<file path="config.mk">
export PLATFORM = sky130hd
export DESIGN_NAME = rtc_adj_slewer
export DESIGN_NICKNAME = d
export VERILOG_FILES = /design/src/rtl/rtc_pkg.sv /design/src/rtl/rtc_adj_step_clamp.sv /design/src/rtl/rtc_adj_slewer.sv
export SDC_FILE = /design/constraint.sdc
export NUM_CORES = 1
export LEC_CHECK = 0
export BUFFER_PORTS_ARGS = -buffer_cell sky130_fd_sc_hd__buf_2
export CORE_ASPECT_RATIO = 0.7
export CORE_MARGIN = 4
export CORE_UTILIZATION = 50
export DETAILED_ROUTE_END_ITERATION = 6
export PLACE_DENSITY = 0.84
export SYNTH_ARGS = -nofsm -noshare
export SYNTH_HDL_FRONTEND = slang
export SYNTH_HIERARCHICAL = 1
export SYNTH_SLANG_ARGS = --single-unit
</file>
<file path="constraint.sdc">
create_clock -name clk -period 5.26 [get_ports clk]
set_clock_uncertainty 0.1 [all_clocks]
set_input_delay 0.789 -clock clk [delete_from_list [all_inputs] [get_ports clk]]
set_output_delay 0.789 -clock clk [all_outputs]
set_load 0.02 [all_outputs]
</file>
<file path="src/rtl/rtc_pkg.sv">
// Shared definitions for the RTC adjust slewer: FSM encoding and datapath widths.
package rtc_pkg;

  localparam int RTC_NS_FRAC_W = 32;
  localparam int RTC_OFFSET_W  = 48;
  localparam int RTC_PERIOD_W  = 40;

  typedef enum logic [1:0] {
    ST_IDLE  = 2'd0,
    ST_ISSUE = 2'd1,
    ST_GAP   = 2'd2
  } rtc_state_e;

endpackage

</file>
<file path="src/rtl/rtc_adj_step_clamp.sv">
// Combinational signed clamp of the outstanding residue to +/-MAX_STEP.
// The limits are formed at the full offset width, so even -2^47 clamps
// cleanly to -MAX_STEP without overflow.
module rtc_adj_step_clamp
  import rtc_pkg::*;
#(
  parameter logic [RTC_PERIOD_W-1:0] MAX_STEP = 40'h00_8000_0000
) (
  input  logic signed [RTC_OFFSET_W-1:0] remaining,
  output logic signed [RTC_OFFSET_W-1:0] step
);

  localparam logic signed [RTC_OFFSET_W-1:0] POS_LIM =
    signed'({{(RTC_OFFSET_W-RTC_PERIOD_W){1'b0}}, MAX_STEP});
  localparam logic signed [RTC_OFFSET_W-1:0] NEG_LIM = -POS_LIM;

  // Saturate the residue into the per-step window.
  always_comb begin
    step = remaining;
    if (remaining > POS_LIM)      step = POS_LIM;
    else if (remaining < NEG_LIM) step = NEG_LIM;
  end

endmodule

</file>
<file path="src/rtl/rtc_adj_slewer.sv">
// Slews a signed time-offset command into the RTC timer's one-shot adjust
// port as a train of clamped period corrections, one adj_ld every MIN_GAP+1
// cycles. Optional feature: define RTC_ADJ_ABORT_EN to add the abort input.
module rtc_adj_slewer
  import rtc_pkg::*;
#(
  parameter logic [RTC_PERIOD_W-1:0] MAX_STEP  = 40'h00_8000_0000,
  parameter logic [31:0]             ADJ_DELAY = 32'd0,
  parameter logic [15:0]             MIN_GAP   = 16'd4
) (
  input  logic                           clk,
  input  logic                           rst,
`ifdef RTC_ADJ_ABORT_EN
  input  logic                           abort,
`endif
  input  logic                           cmd_valid,
  output logic                           cmd_ready,
  input  logic [RTC_OFFSET_W-1:0]        cmd_offset,
  output logic                           adj_ld,
  output logic [31:0]                    adj_ld_data,
  output logic [RTC_PERIOD_W-1:0]        period_adj,
  output logic                           busy,
  output logic                           done,
  output logic                           aborted,
  output logic [RTC_OFFSET_W-1:0]        remaining
);

  // The timer must have consumed a load before the next one arrives.
  if ({17'd0, MIN_GAP} < {1'b0, ADJ_DELAY} + 33'd2) begin : g_gap_chk
    $error("rtc_adj_slewer: MIN_GAP must be >= ADJ_DELAY+2");
  end

  rtc_state_e                     state, state_nxt;
  logic signed [RTC_OFFSET_W-1:0] rem;
  logic signed [RTC_OFFSET_W-1:0] step;
  logic [15:0]                    cnt;
  logic                           accept, gap_end, abort_now;

  assign accept    = cmd_valid & cmd_ready;
  assign gap_end   = (state == ST_GAP) && (cnt == 16'd0);
  assign remaining = rem;

  rtc_adj_step_clamp #(.MAX_STEP(MAX_STEP)) u_clamp (
    .remaining(rem),
    .step     (step)
  );

`ifdef RTC_ADJ_ABORT_EN
  logic abort_pend;

  // Sticky abort request; cleared once the command retires to IDLE.
  always_ff @(posedge clk) begin
    if (rst)                                 abort_pend <= 1'b0;
    else if (gap_end && state_nxt == ST_IDLE) abort_pend <= 1'b0;
    else if (busy && abort)                  abort_pend <= 1'b1;
  end

  // An abort landing on the final GAP cycle still takes effect there.
  assign abort_now = abort_pend | (busy & abort);
`else
  assign abort_now = 1'b0;
`endif

  // State register.
  always_ff @(posedge clk) begin
    if (rst) state <= ST_IDLE;
    else     state <= state_nxt;
  end

  // Next-state decode.
  always_comb begin
    state_nxt = state;
    case (state)
      ST_IDLE:  if (accept && cmd_offset != '0) state_nxt = ST_ISSUE;
      ST_ISSUE: state_nxt = ST_GAP;
      ST_GAP:   if (gap_end) state_nxt = (rem == '0 || abort_now) ? ST_IDLE : ST_ISSUE;
      default:  state_nxt = ST_IDLE;
    endcase
  end

  // State-decoded handshake outputs.
  always_comb begin
    cmd_ready = (state == ST_IDLE);
    busy      = (state != ST_IDLE);
  end

  // Registered adjust-port outputs, residue and gap counter.
  always_ff @(posedge clk) begin
    if (rst) begin
      adj_ld      <= 1'b0;
      adj_ld_data <= '0;
      period_adj  <= '0;
      done        <= 1'b0;
      aborted     <= 1'b0;
      rem         <= '0;
      cnt         <= '0;
    end else begin
      adj_ld      <= 1'b0;
      adj_ld_data <= '0;
      done        <= 1'b0;
      aborted     <= 1'b0;
      case (state)
        ST_IDLE: begin
          // Any accept replaces a stale residue; a zero offset retires at once.
          if (accept) begin
            rem <= cmd_offset;
            if (cmd_offset == '0) done <= 1'b1;
          end
        end
        ST_ISSUE: begin
          adj_ld      <= 1'b1;
          adj_ld_data <= ADJ_DELAY;
          period_adj  <= step[RTC_PERIOD_W-1:0];
          rem         <= rem - step;
          cnt         <= MIN_GAP - 16'd1;
        end
        ST_GAP: begin
          if (cnt != 16'd0) begin
            cnt <= cnt - 16'd1;
          end else if (rem == '0 || abort_now) begin
            done       <= 1'b1;
            aborted    <= abort_now && (rem != '0);
            period_adj <= '0;
          end
        end
        default: ;
      endcase
    end
  end

endmodule
</file>
# ---- Word-level counts from Yosys, hierarchy flattened
# Cells that the tools add are included.
# W data, S select, Z words.
dict set report classes {
  n_addsub 2
  order_cmp 2
  eq_ne 8
  n_mux 19
  bitwise_logic 1
  n_reduce_logical 15
}
# cell count
set op_table {}
lappend op_table {{$mux W48} 3}
lappend op_table {{$logic_not A48 Y1} 2}
lappend op_table {{$pmux W48 S2} 1}
lappend op_table {{$mux W40} 2}
lappend op_table {{$pmux W40 S2} 1}
lappend op_table {{$gt A48 B33 Y1 const B} 1}
lappend op_table {{$lt A48 B32 Y1 const B} 1}
lappend op_table {{$reduce_bool A48 Y1} 1}
lappend op_table {{$sub A48 B48 Y48} 1}
lappend op_table {{$pmux W16 S2} 1}
lappend op_table {{$logic_not A16 Y1} 1}
lappend op_table {{$mux W16} 1}
lappend op_table {{$reduce_bool A16 Y1} 1}
lappend op_table {{$sub A16 B1 Y16 const B} 1}
lappend op_table {{$ne A2 B1 Y1 const B} 4}
lappend op_table {{$mux W1} 6}
lappend op_table {{$pmux W2 S3} 1}
lappend op_table {{$reduce_and A2 Y1} 3}
lappend op_table {{$reduce_bool A2 Y1} 3}
lappend op_table {{$mux W2} 2}
lappend op_table {{$ne A2 B2 Y1 const B} 2}
lappend op_table {{$reduce_and A3 Y1} 1}
lappend op_table {{$eq A2 B1 Y1 const B} 1}
lappend op_table {{$eq A2 B2 Y1 const B} 1}
lappend op_table {{other kinds (4)} 5}
dict set report totals {
  register_bits 108
  input_bits 51
  out_inout_bits 125
  elab_cells 53
}

# ---- Longest topological paths before layout
dict set report depth {
  ltp_word 5
  ltp_mapped 22
  mapped_depth_nobuf 20
}

# ---- By module
# The synthesis kept the hierarchy.
# module n_inst cells_per_inst area_per_inst_um2 seq_area_each_um2
set modules_own_cells {}
lappend modules_own_cells {rtc_adj_slewer 1 959 7539.7 2162.1}
lappend modules_own_cells {rtc_adj_step_clamp 1 166 833.3 0.0}

# ---- Worst setup path after synthesis
# No wires, ideal clock.
dict set report synth_path {
  path_kind {register -> register}
  start {register rem[38] (netlist: remaining[38])}
  end {register rem[46] (netlist: remaining[46])}
  setup_time_ps 86
  arrival_time_ps 4646
  t_required_ps 5074
  slack_ps 429
  path_stages_with_launch 22
  path_buffers 2
  synth_period_minus_slack_ps 4831
  cell_sequence {dfxtp_1 > nand4_1 > nor4_1 > nand4_1 > ha_1 > clkbuf_1 > nor2_1 > clkbuf_1 > nand2_1 > o21ai_0 > inv_1 > fa_1 > a211oi_1 > o21ai_1 > a21oi_1 > o22ai_1 > nand3_1 > nand3_1 > a21bo_2 > a31o_1 > mux2_1 > a211oi_1}
}
dict set report synth_via {
  elab_chain_len 5
  elab_cells_between_ends 6
  classes_between {1 x add/sub; 2 x order compare; 3 x mux}
}
# element line
set synth_rtl {}
lappend synth_rtl {{start: declaration} rtc_adj_slewer.sv:34} ;# logic signed [RTC_OFFSET_W-1:0] rem;
lappend synth_rtl {{start signal: assignment} rtc_adj_slewer.sv:106} ;# rem <= cmd_offset;
lappend synth_rtl {{start signal: assignment} rtc_adj_slewer.sv:114} ;# rem <= rem - step;
lappend synth_rtl {{$lt A48 B32 Y1} rtc_adj_step_clamp.sv:21} ;# else if (remaining < NEG_LIM) step = NEG_LIM;
lappend synth_rtl {{$mux W48} rtc_adj_step_clamp.sv:21}
lappend synth_rtl {{$mux W48 (*)} rtc_adj_step_clamp.sv:20} ;# if (remaining > POS_LIM) step = POS_LIM;
lappend synth_rtl {{via step[1]} rtc_adj_slewer.sv:35} ;# logic signed [RTC_OFFSET_W-1:0] step;
lappend synth_rtl {{$sub A48 B48 Y48 (*)} rtc_adj_slewer.sv:114}
lappend synth_rtl {{$pmux W48 S2 (*)} rtc_adj_slewer.sv:102} ;# case (state)
# The timed path passes the listed nets; every way through them passes the cells marked *.
# A chain may end at the register's enable or synchronous reset.

# ---- Worst setup path after layout
dict set report layout_path {
  start {register rem[34] (netlist: remaining[34])}
  end {register rem[43] (netlist: remaining[43])}
}
# Same word-level chain as after synthesis.

==> reports/summary.txt <==
Commonest cells post-synth -> 132 x nor2_1, 110 x nand2_1, 108 x dfxtp_1
Die width -> 162.7 um
Synthesized area per cell -> 7.443 um2
Slowest-stage cell, CP -> dfxtp_1
Crit start category -> flop
FILL cells -> 1506
CTS tree -> done
Routed via count -> 8861
H-tree depth -> 3
Crit path time final -> 4935 ps
Gpl congestion -> 1.033
Clk Latency, worst-skew pair -> 370 ps
IO Pins -> 176
Root buffer cell -> clkbuf_16
Dpl hpwl -> 20830 um
Warnings, synthesis -> 6
Total gr overflow -> 0
Slew Limit Fails -> 0
Die footprint -> 18910 um2
Number of remaining DRC errors -> 0
Top-count cell post-synth -> nor2_1
Top_reg_cell synth -> dfxtp_1
CP delay by family, top -> compound AO/OA/AOI/OAI gates
Cell Chain, Critical Path -> nand4_1 -> nor4_1 -> nand4_1 -> ha_1 -> nor2_2 -> buf_12 -> nand2_1 -> o21ai_0 -> inv_1 -> ha_1 -> and3_1 -> and3_1 -> a211o_1 -> a31o_2 -> a21oi_2 -> o21ai_1 -> and3_1 -> a211oi_2 -> xor2_1 -> a211oi_2
Post-cts hold buffer count -> 0
Slew HR -> 37.25%
N_diodes -> 0
Yosys reg bits -> 108
TNS Setup -> 0 ps
Initial DRT Pass Iterations -> 6
Worst slew pin tran -> 932.6 ps
Hold crit path type -> flop to flop
Layout cells sized above 1 -> 18.15%
Number of distinct library cells after synthesis -> 67
Synth top area cells -> dfxtp_1 26%, ha_1 7.9%, nor2_1 5.9%, nand2_1 4.9%, a21oi_1 4.2%
Max Root-Sink Buffers -> 2
Clock Sinks -> 108
Synth top area share -> 25.82%
Hold Vio Cnt, Final -> 0
GRT Total Usage -> 27.73%
Yosys top cell by area -> dfxtp_1
Achievable Freq -> 202.6 MHz
Data required, critical path -> 5410 ps
Sequential-to-total area share from yosys stat -> 25.82%
Crit path capture type -> flop
Cell count after synthesis -> 1125
Vias per std cell -> 6.003
Status -> finished clean
Global-route wire length before repair -> 42100 um
Antenna violations before repair -> 0
Unrepaired setup endpoints after global routing -> no
Buffers plus inverters on the worst setup path -> 2
Drt wl/cell -> 18.42 um
DRT antenna net count -> 0
Cts bufs inserted -> 9
Vias in the first global route -> 7790
Starting DRT DRC Count -> 1071
Crit path largest cell delay -> 460 ps
Max-Cap Viols -> 0
Post-synth EDFFs -> 0
CP arrival -> 5090 ps
Syn-to-layout area delta -> 14.45%
Port bufs -> 142
Drt total wl -> 27190 um
Synth Cell Area -> 8373 um2
Worst Path Class, Setup -> flop to flop
Final #Nets -> 1351
CORE AREA -> 16350 um2
Initial Util -> 51.22%
Post-layout util -> 58.62%
Largest net degree at the start of global routing -> 41
Std cell rows -> 39
Post-route clock period utilization -> 93.83%
Die Height -> 116.3 um
Max FO, Critical Path -> 32
Top cell by count, worst path -> and3_1
FFs w/ async S/R, synth -> 0%
Final Setup Violations -> 0
Clock transition at the registers of the reported paths -> 80 ps
sequential cells by signal, summed over array words and instances, names as in the netlist:
| signal | count |
|---|---|
| remaining | 48 |
| done | 1 |
| state | 2 |
| adj_ld | 1 |
| cnt | 16 |
| period_adj | 40 |
routing by layer:
metal / vias up / routed length, um / track usage (%)
met1: 4119 / 12370 / 41.66
met5: - / 0 / 0
met2: 502 / 11310 / 40.17
met4: 0 / 341 / 5.363
li1: 4212 / - / -
met3: 28 / 3164 / 7.231
cell type report:
cell class / instances / area (um2) / area share, %
clock buffer: 10 / 229.0 / 2.389
sequential: 108 / 2166 / 22.60
timing repair buffer: 176 / 978.4 / 10.21
tap: 225 / 281.5 / 2.938
multi-input combinational: 887 / 5629 / 58.74
clock inverter: 6 / 58.81 / 0.6137
inverter: 64 / 240.2 / 2.507
cell families (layout without fill, tap and decap cells):
kind of cell / after synthesis / after routing / share of synthesized area, %
AO/OA/AOI/OAI: 294 / 294 / 22.89
XOR/XNOR: 50 / 50 / 5.230
adder cells (fa/ha/maj): 54 / 54 / 8.159
buffers and inverters: 162 / 256 / 9.026
flip-flops: 108 / 108 / 25.82
multiplexers: 36 / 36 / 4.334
other: 1 / 33 / 0.04479
AND/OR/NAND/NOR: 420 / 420 / 24.49
through the flow:
stage | instance area [um2] | setup WS (ps) | instances | hold slack, ps
6_report | 9583 | 324.5 | 1476 | 401.3
4_1_cts | 9532 | 112.8 | 1475 | 398.5
2_1_floorplan | 8493 | 428.8 | 1157 | 357.5
3_3_place_gp | 9244 | 190.6 | 1459 | 377.3
3_5_place_dp | 9244 | 132.5 | 1459 | 384.3
5_1_grt | 9583 | 2.748 | 1476 | 430.4
worst register-to-register path, cell delays in order, from the launching register on:
cell	delay (ps)
dfxtp_1	460
nand4_1	140
nor4_1	240
nand4_1	130
ha_1	360
nor2_2	150
buf_12	200
nand2_1	80
o21ai_0	240
inv_1	80
ha_1	360
and3_1	210
and3_1	210
a211o_1	330
a31o_2	290
a21oi_2	200
o21ai_1	130
and3_1	200
a211oi_2	260
xor2_1	120
a211oi_2	340
layout by cell type (no fill, tap or decap), types with 10 or more instances in the layout:
master	netlist	layout
o21ai_0	56	52
nor3_1	24	24
nand2_1	110	110
buf_2	1	142
xor2_1	21	21
a211oi_1	38	34
nor2_1	132	130
a22oi_1	40	40
nor4_1	38	38
nor2b_1	11	10
a21o_1	26	26
dfxtp_1	108	105
xnor2_1	29	29
inv_1	64	64
mux2i_1	34	33
ha_1	53	52
buf_4	34	33
nand3_1	23	23
nor3_2	10	10
conb_1	1	33
a21oi_1	70	68
nand4_1	19	19
nor3b_1	13	12
worst paths after layout:
kind,start,end,slack [ps],depth (start not counted)
max reg2reg,remaining[34],remaining[43],320,20
min reg2reg,cnt[8],cnt[8],400,2
min,cnt[8],cnt[8],400,2
max,remaining[34],remaining[43],320,20
timing repair:
action,in CTS,in global routing
resized for setup,0,16
buffers inserted,0,1
setup endpoints to repair,0,13
Power is left out: the tool's default activity adds up to more than one toggle a clock period on the data nets, which glitch-free logic cannot reach.
